--- src/rtl/crc_seq_ctrl.sv ---
// Byte sequencer for the lfsrN CRC engine: loads the engine, serialises each
// accepted byte into 8 single-bit shifts and presents the masked, XORed result.
module crc_seq_ctrl #(
  parameter int WIDTH     = 32,
  parameter int BIT_COUNT = 5
) (
  input  logic                 clk_i,
  input  logic                 rst_i,
  input  logic                 start_i,
  input  logic                 finish_i,
  input  logic                 byte_valid_i,
  input  logic [7:0]           byte_data_i,
  output logic                 byte_ready_o,
  input  logic                 lsb_first_i,
  input  logic [BIT_COUNT-1:0] bitwidth_i,
  input  logic [WIDTH-1:0]     xor_out_i,
  input  logic [WIDTH-1:0]     lfsr_value_i,
  output logic                 lfsr_load_o,
  output logic                 lfsr_shift_o,
  output logic                 lfsr_data_o,
  output logic                 busy_o,
  output logic                 crc_valid_o,
  output logic [WIDTH-1:0]     crc_out_o,
  output logic [2:0]           state_o
);

  typedef enum logic [2:0] {
    S_IDLE  = 3'd0,
    S_LOAD  = 3'd1,
    S_READY = 3'd2,
    S_SHIFT = 3'd3,
    S_DONE  = 3'd4
  } state_t;

  state_t     state_q;
  logic [2:0] cnt_q;
  logic [7:0] buf_q;
  logic       lsb_q;
  logic [WIDTH-1:0] mask;

  // Handshake: a byte transfers on a rising edge where byte_valid_i and
  // byte_ready_o are both high; byte_ready_o is only ever high in READY and
  // the source must hold byte_data_i/lsb_first_i stable until that edge.
  always_ff @(posedge clk_i) begin
    if (rst_i) begin
      state_q <= S_IDLE;
      cnt_q   <= 3'd0;
      buf_q   <= 8'd0;
      lsb_q   <= 1'b0;
    end else if (start_i) begin
      state_q <= S_LOAD;
      cnt_q   <= 3'd0;
    end else begin
      case (state_q)
        S_LOAD:  state_q <= S_READY;
        S_READY: begin
          // A byte beats a simultaneous finish; the source re-asserts finish.
          if (byte_valid_i) begin
            buf_q   <= byte_data_i;
            lsb_q   <= lsb_first_i;
            cnt_q   <= 3'd0;
            state_q <= S_SHIFT;
          end else if (finish_i) begin
            state_q <= S_DONE;
          end
        end
        S_SHIFT: begin
          cnt_q <= cnt_q + 3'd1;
          if (cnt_q == 3'd7) state_q <= S_READY;
        end
        S_DONE:  state_q <= S_IDLE;
        default: state_q <= S_IDLE;
      endcase
    end
  end

  always_comb begin
    mask = '0;
    for (int i = 0; i < WIDTH; i++) begin
      if (i <= int'(bitwidth_i)) mask[i] = 1'b1;
    end
  end

  assign lfsr_load_o  = (state_q == S_LOAD);
  assign lfsr_shift_o = (state_q == S_SHIFT);
  assign lfsr_data_o  = (state_q == S_SHIFT) &&
                        (lsb_q ? buf_q[cnt_q] : buf_q[3'd7 - cnt_q]);
  assign byte_ready_o = (state_q == S_READY);
  assign busy_o       = (state_q == S_LOAD) || (state_q == S_SHIFT) ||
                        (state_q == S_DONE);
  assign crc_valid_o  = (state_q == S_DONE);
  assign crc_out_o    = (state_q == S_DONE) ? ((lfsr_value_i ^ xor_out_i) & mask)
                                            : '0;
  assign state_o      = state_q;

endmodule

--- config.mk ---
export PLATFORM = sky130hd
export DESIGN_NAME = crc_seq_ctrl
export DESIGN_NICKNAME = d
export VERILOG_FILES = /design/src/rtl/crc_seq_ctrl.sv
export SDC_FILE = /design/constraint.sdc
export NUM_CORES = 1
export LEC_CHECK = 0
export CAP_MARGIN = 20
export CORE_UTILIZATION = 34
export CTS_CLUSTER_SIZE = 8
export DETAILED_ROUTE_END_ITERATION = 6
export GPL_ROUTABILITY_DRIVEN = 1
export HOLD_SLACK_MARGIN = 0.15
export PLACE_DENSITY = 0.94
export SETUP_SLACK_MARGIN = 0.05
export SLEW_MARGIN = 20
export SYNTH_ARGS = -nofsm -noshare
export SYNTH_HDL_FRONTEND = slang
export SYNTH_SLANG_ARGS = --single-unit
export TNS_END_PERCENT = 5
--- constraint.sdc ---
create_clock -name clk_i -period 4.2 [get_ports clk_i]
set_clock_uncertainty 0.1 [all_clocks]
set_input_delay 0.84 -clock clk_i [delete_from_list [all_inputs] [get_ports clk_i]]
set_output_delay 0.84 -clock clk_i [all_outputs]
set_load 0.005 [all_outputs]
==> results.cfg <==
[global_route]
grt_pass1_wl_um = 8180
grt_pass1_vias = 1800
grt_max_degree = 18
grt_usage_pct = 24.3
grt_overflow_total = 0
antenna_found_initial = 0

[placed_design]
place.gp.congestion = 0.867
place_ws_ns = 0.431
hpwl_um = 4580
post_dp_cell_area_mm2 = 0.00264
dpl.cell_count = 352
portBuffers = 123

[worst_hold_path]
hold_path.class = register to register
min_to = buf_q[6]$_SDFFE_PP0P_
holdPathStages = 2
hold_start = buf_q[6]$_SDFFE_PP0P_

[timing]
max_slew_margin_pct = 61.8
post-route-min-period_ns = 3.81
tightest_slew_ns = 0.558
rsz0062_at_grt = false
post-route-period-util_pct = 90.8
drv_slew = 0
hold_viol_final = 0
fmax_mhz = 262
layout_setup_ws_ns = 0.385
finalSetupViolCount = 0
tns_ns = 0

[detailed_routing]
ant_nets = 0
via_per_inst = 5.27
avgRoutedWirePerCell_um = 15.5
vias = 1876
wirelength_um = 5510
drt_iter0_drc = 81
drcViolationCount = 0
dr.pass1.iters = 4

[setup_path]
crit_arrival_ns = 2.87
worstSetupStartpointType = input port
r2r_slack_ns = 2.36
crit_type = input port to primary output
r2r-end = buf_q[7]$_SDFFE_PP0P_
crit_fanout = 15
r2r-start = state_o[0]$_SDFFE_PP0P_
critical_path.startpoint = bitwidth_i[4]
rr_worst_depth = 4
worstPathRequired_ns = 3.26
cp-end-kind = primary output

[logic_synthesis]
synthCells = 192
synth_warnings = 0
synth_edf_count = 0
synth_async_sr_flop_share_pct = 0
synth_area_per_cell_um2 = 7.31
syn-cell-area_mm2 = 0.00140
synth_cell_types = 38
synth-seq-area-share_pct = 21.4
syn_nets = 277
synth_seq_cells = 15
ys.flop_type = dfxtp_1

[power_and_ir_drop]
p_per_area_mw_per_mm2 = 152
p_total_uw = 410
power_leakage_nw = 0.903
max-vdd-ir-drop_mv = 0.189

[layout]
drive_above_1_share_pct = 2.60
antenna_cells = 0
final_cells = 356
nets = 394
stdcell_area_mm2 = 0.00269
area_delta_synth_final_pct = 91.5

[clock_tree]
clk_path_buf_depth = 2
path_clk_slew_ns = 0.06
cts_hold_buf = 0
cts_buffers = 3
htreeDepth = 1
cts_tree = built
postCtsSetupBuffers = 0
clk_latency_ns = 0.24
cts_root_buffer = clkbuf_8
cts_resized = 0
cts_sinks = 15

[status]
status = finished, final reports clean

[floorplanning]
start_util_pct = 37.0
io_pins = 124
core-area_mm2 = 0.00380
die_x_um = 66.3
die_y_um = 66.3
dieArea_mm2 = 0.00439
num_rows = 22

[run]
max_cap_violations = 0
==> critical path: stages <==
cell	delay, ns
clkdlybuf4s50_1	0.82
nand2_2	0.25
a311oi_1	0.37
clkdlybuf4s50_1	0.59
==> cells in the mapped netlist (2+ instances only) <==
master     n  area, um2
clkbuf_1   8       30.0
nor2b_1    4       25.0
nand3_1    5       25.0
a21oi_1   18       90.1
a31oi_1    2       12.5
nand2b_1   2       12.5
nor2_1    17       63.8
nor4_1     2       12.5
nand3b_1   2       15.0
xnor2_1   28        245
nor3_1    21        105
xor2_1     4       35.0
a211oi_1   6       45.0
dfxtp_1   15        300
nand2_1   18       67.6
inv_1      4       15.0
mux2i_1    3       30.0
ha_1       2       25.0
a311oi_1   2       17.5
o21ai_0   11       55.1
==> worst max path at each step <==
stage                                to  slack [ns]  depth (start not counted)
final                     crc_out_o[19]        0.39                          4
after global routing      crc_out_o[19]        0.29                          4
after global placement    crc_out_o[23]        0.52                          4
after floorplan            crc_out_o[2]        1.65                          3
after CTS                 crc_out_o[19]        0.44                          4
after detailed placement  crc_out_o[19]        0.43                          4
==> final cells by class <==
type                       instances  area [um2]
fill                             305        1110
tap                               48        60.1
multi-input combinational        162        1040
sequential                        15         300
timing repair buffer             123        1230
clock buffer                       4        45.0
inverter                           4        15.0
==> state kept, by name, summed over array words and instances (netlist names) <==
| signal | count |
|---|---|
| cnt_q | 3 |
| lsb_q | 1 |
| buf_q | 8 |
| state_o | 3 |
==> routing by layer <==
metal	up-vias	share of wire (%)	wire [um]	global-route usage [%]
met4	0	4.2	229	10.9
met3	22	6.6	362	5.17
li1	919	-	-	-
met1	840	39	2140	27.5
met2	95	50	2780	43.2
met5	-	0	0	0
==> power breakdown <==
part | internal, mW | total [mW] | switching (mW)
clock | 0.0670 | 0.113 | 0.0455
combinational | 0.0982 | 0.151 | 0.0528
sequential | 0.144 | 0.146 | 0.00240
==> cells by family (layout without fill, tap and decap cells) <==
kind of cell	count (synthesis)	in the layout	share of synthesized area, %
buffers and inverters	15	131	4.72
and+or+nand+nor	78	78	26.9
adders and majority gates	2	2	1.78
AOI/OAI and AO/OA	45	45	19.6
xor gates and xnor gates	32	32	20.0
DFF	15	15	21.4
muxes	5	5	5.62
==> cells in the final DEF, fill, tap and decap left out, types with 5 or more instances in the layout <==
master	instances
clkdlybuf4s50_1	123
xnor2_1	28
nor3_1	21
nand2_1	18
a21oi_1	18
nor2_1	17
dfxtp_1	15
o21ai_0	11
a211oi_1	6
nand3_1	5
==> through the flow <==
stage	hold slack, ns	util (%)
6_report	0.393	70.8
5_1_grt	0.429	70.8
4_1_cts	0.394	70.8
3_5_place_dp	0.385	69.6
3_3_place_gp	0.373	69.6
2_1_floorplan	0.359	-
Power figures use the tool's default switching activity.
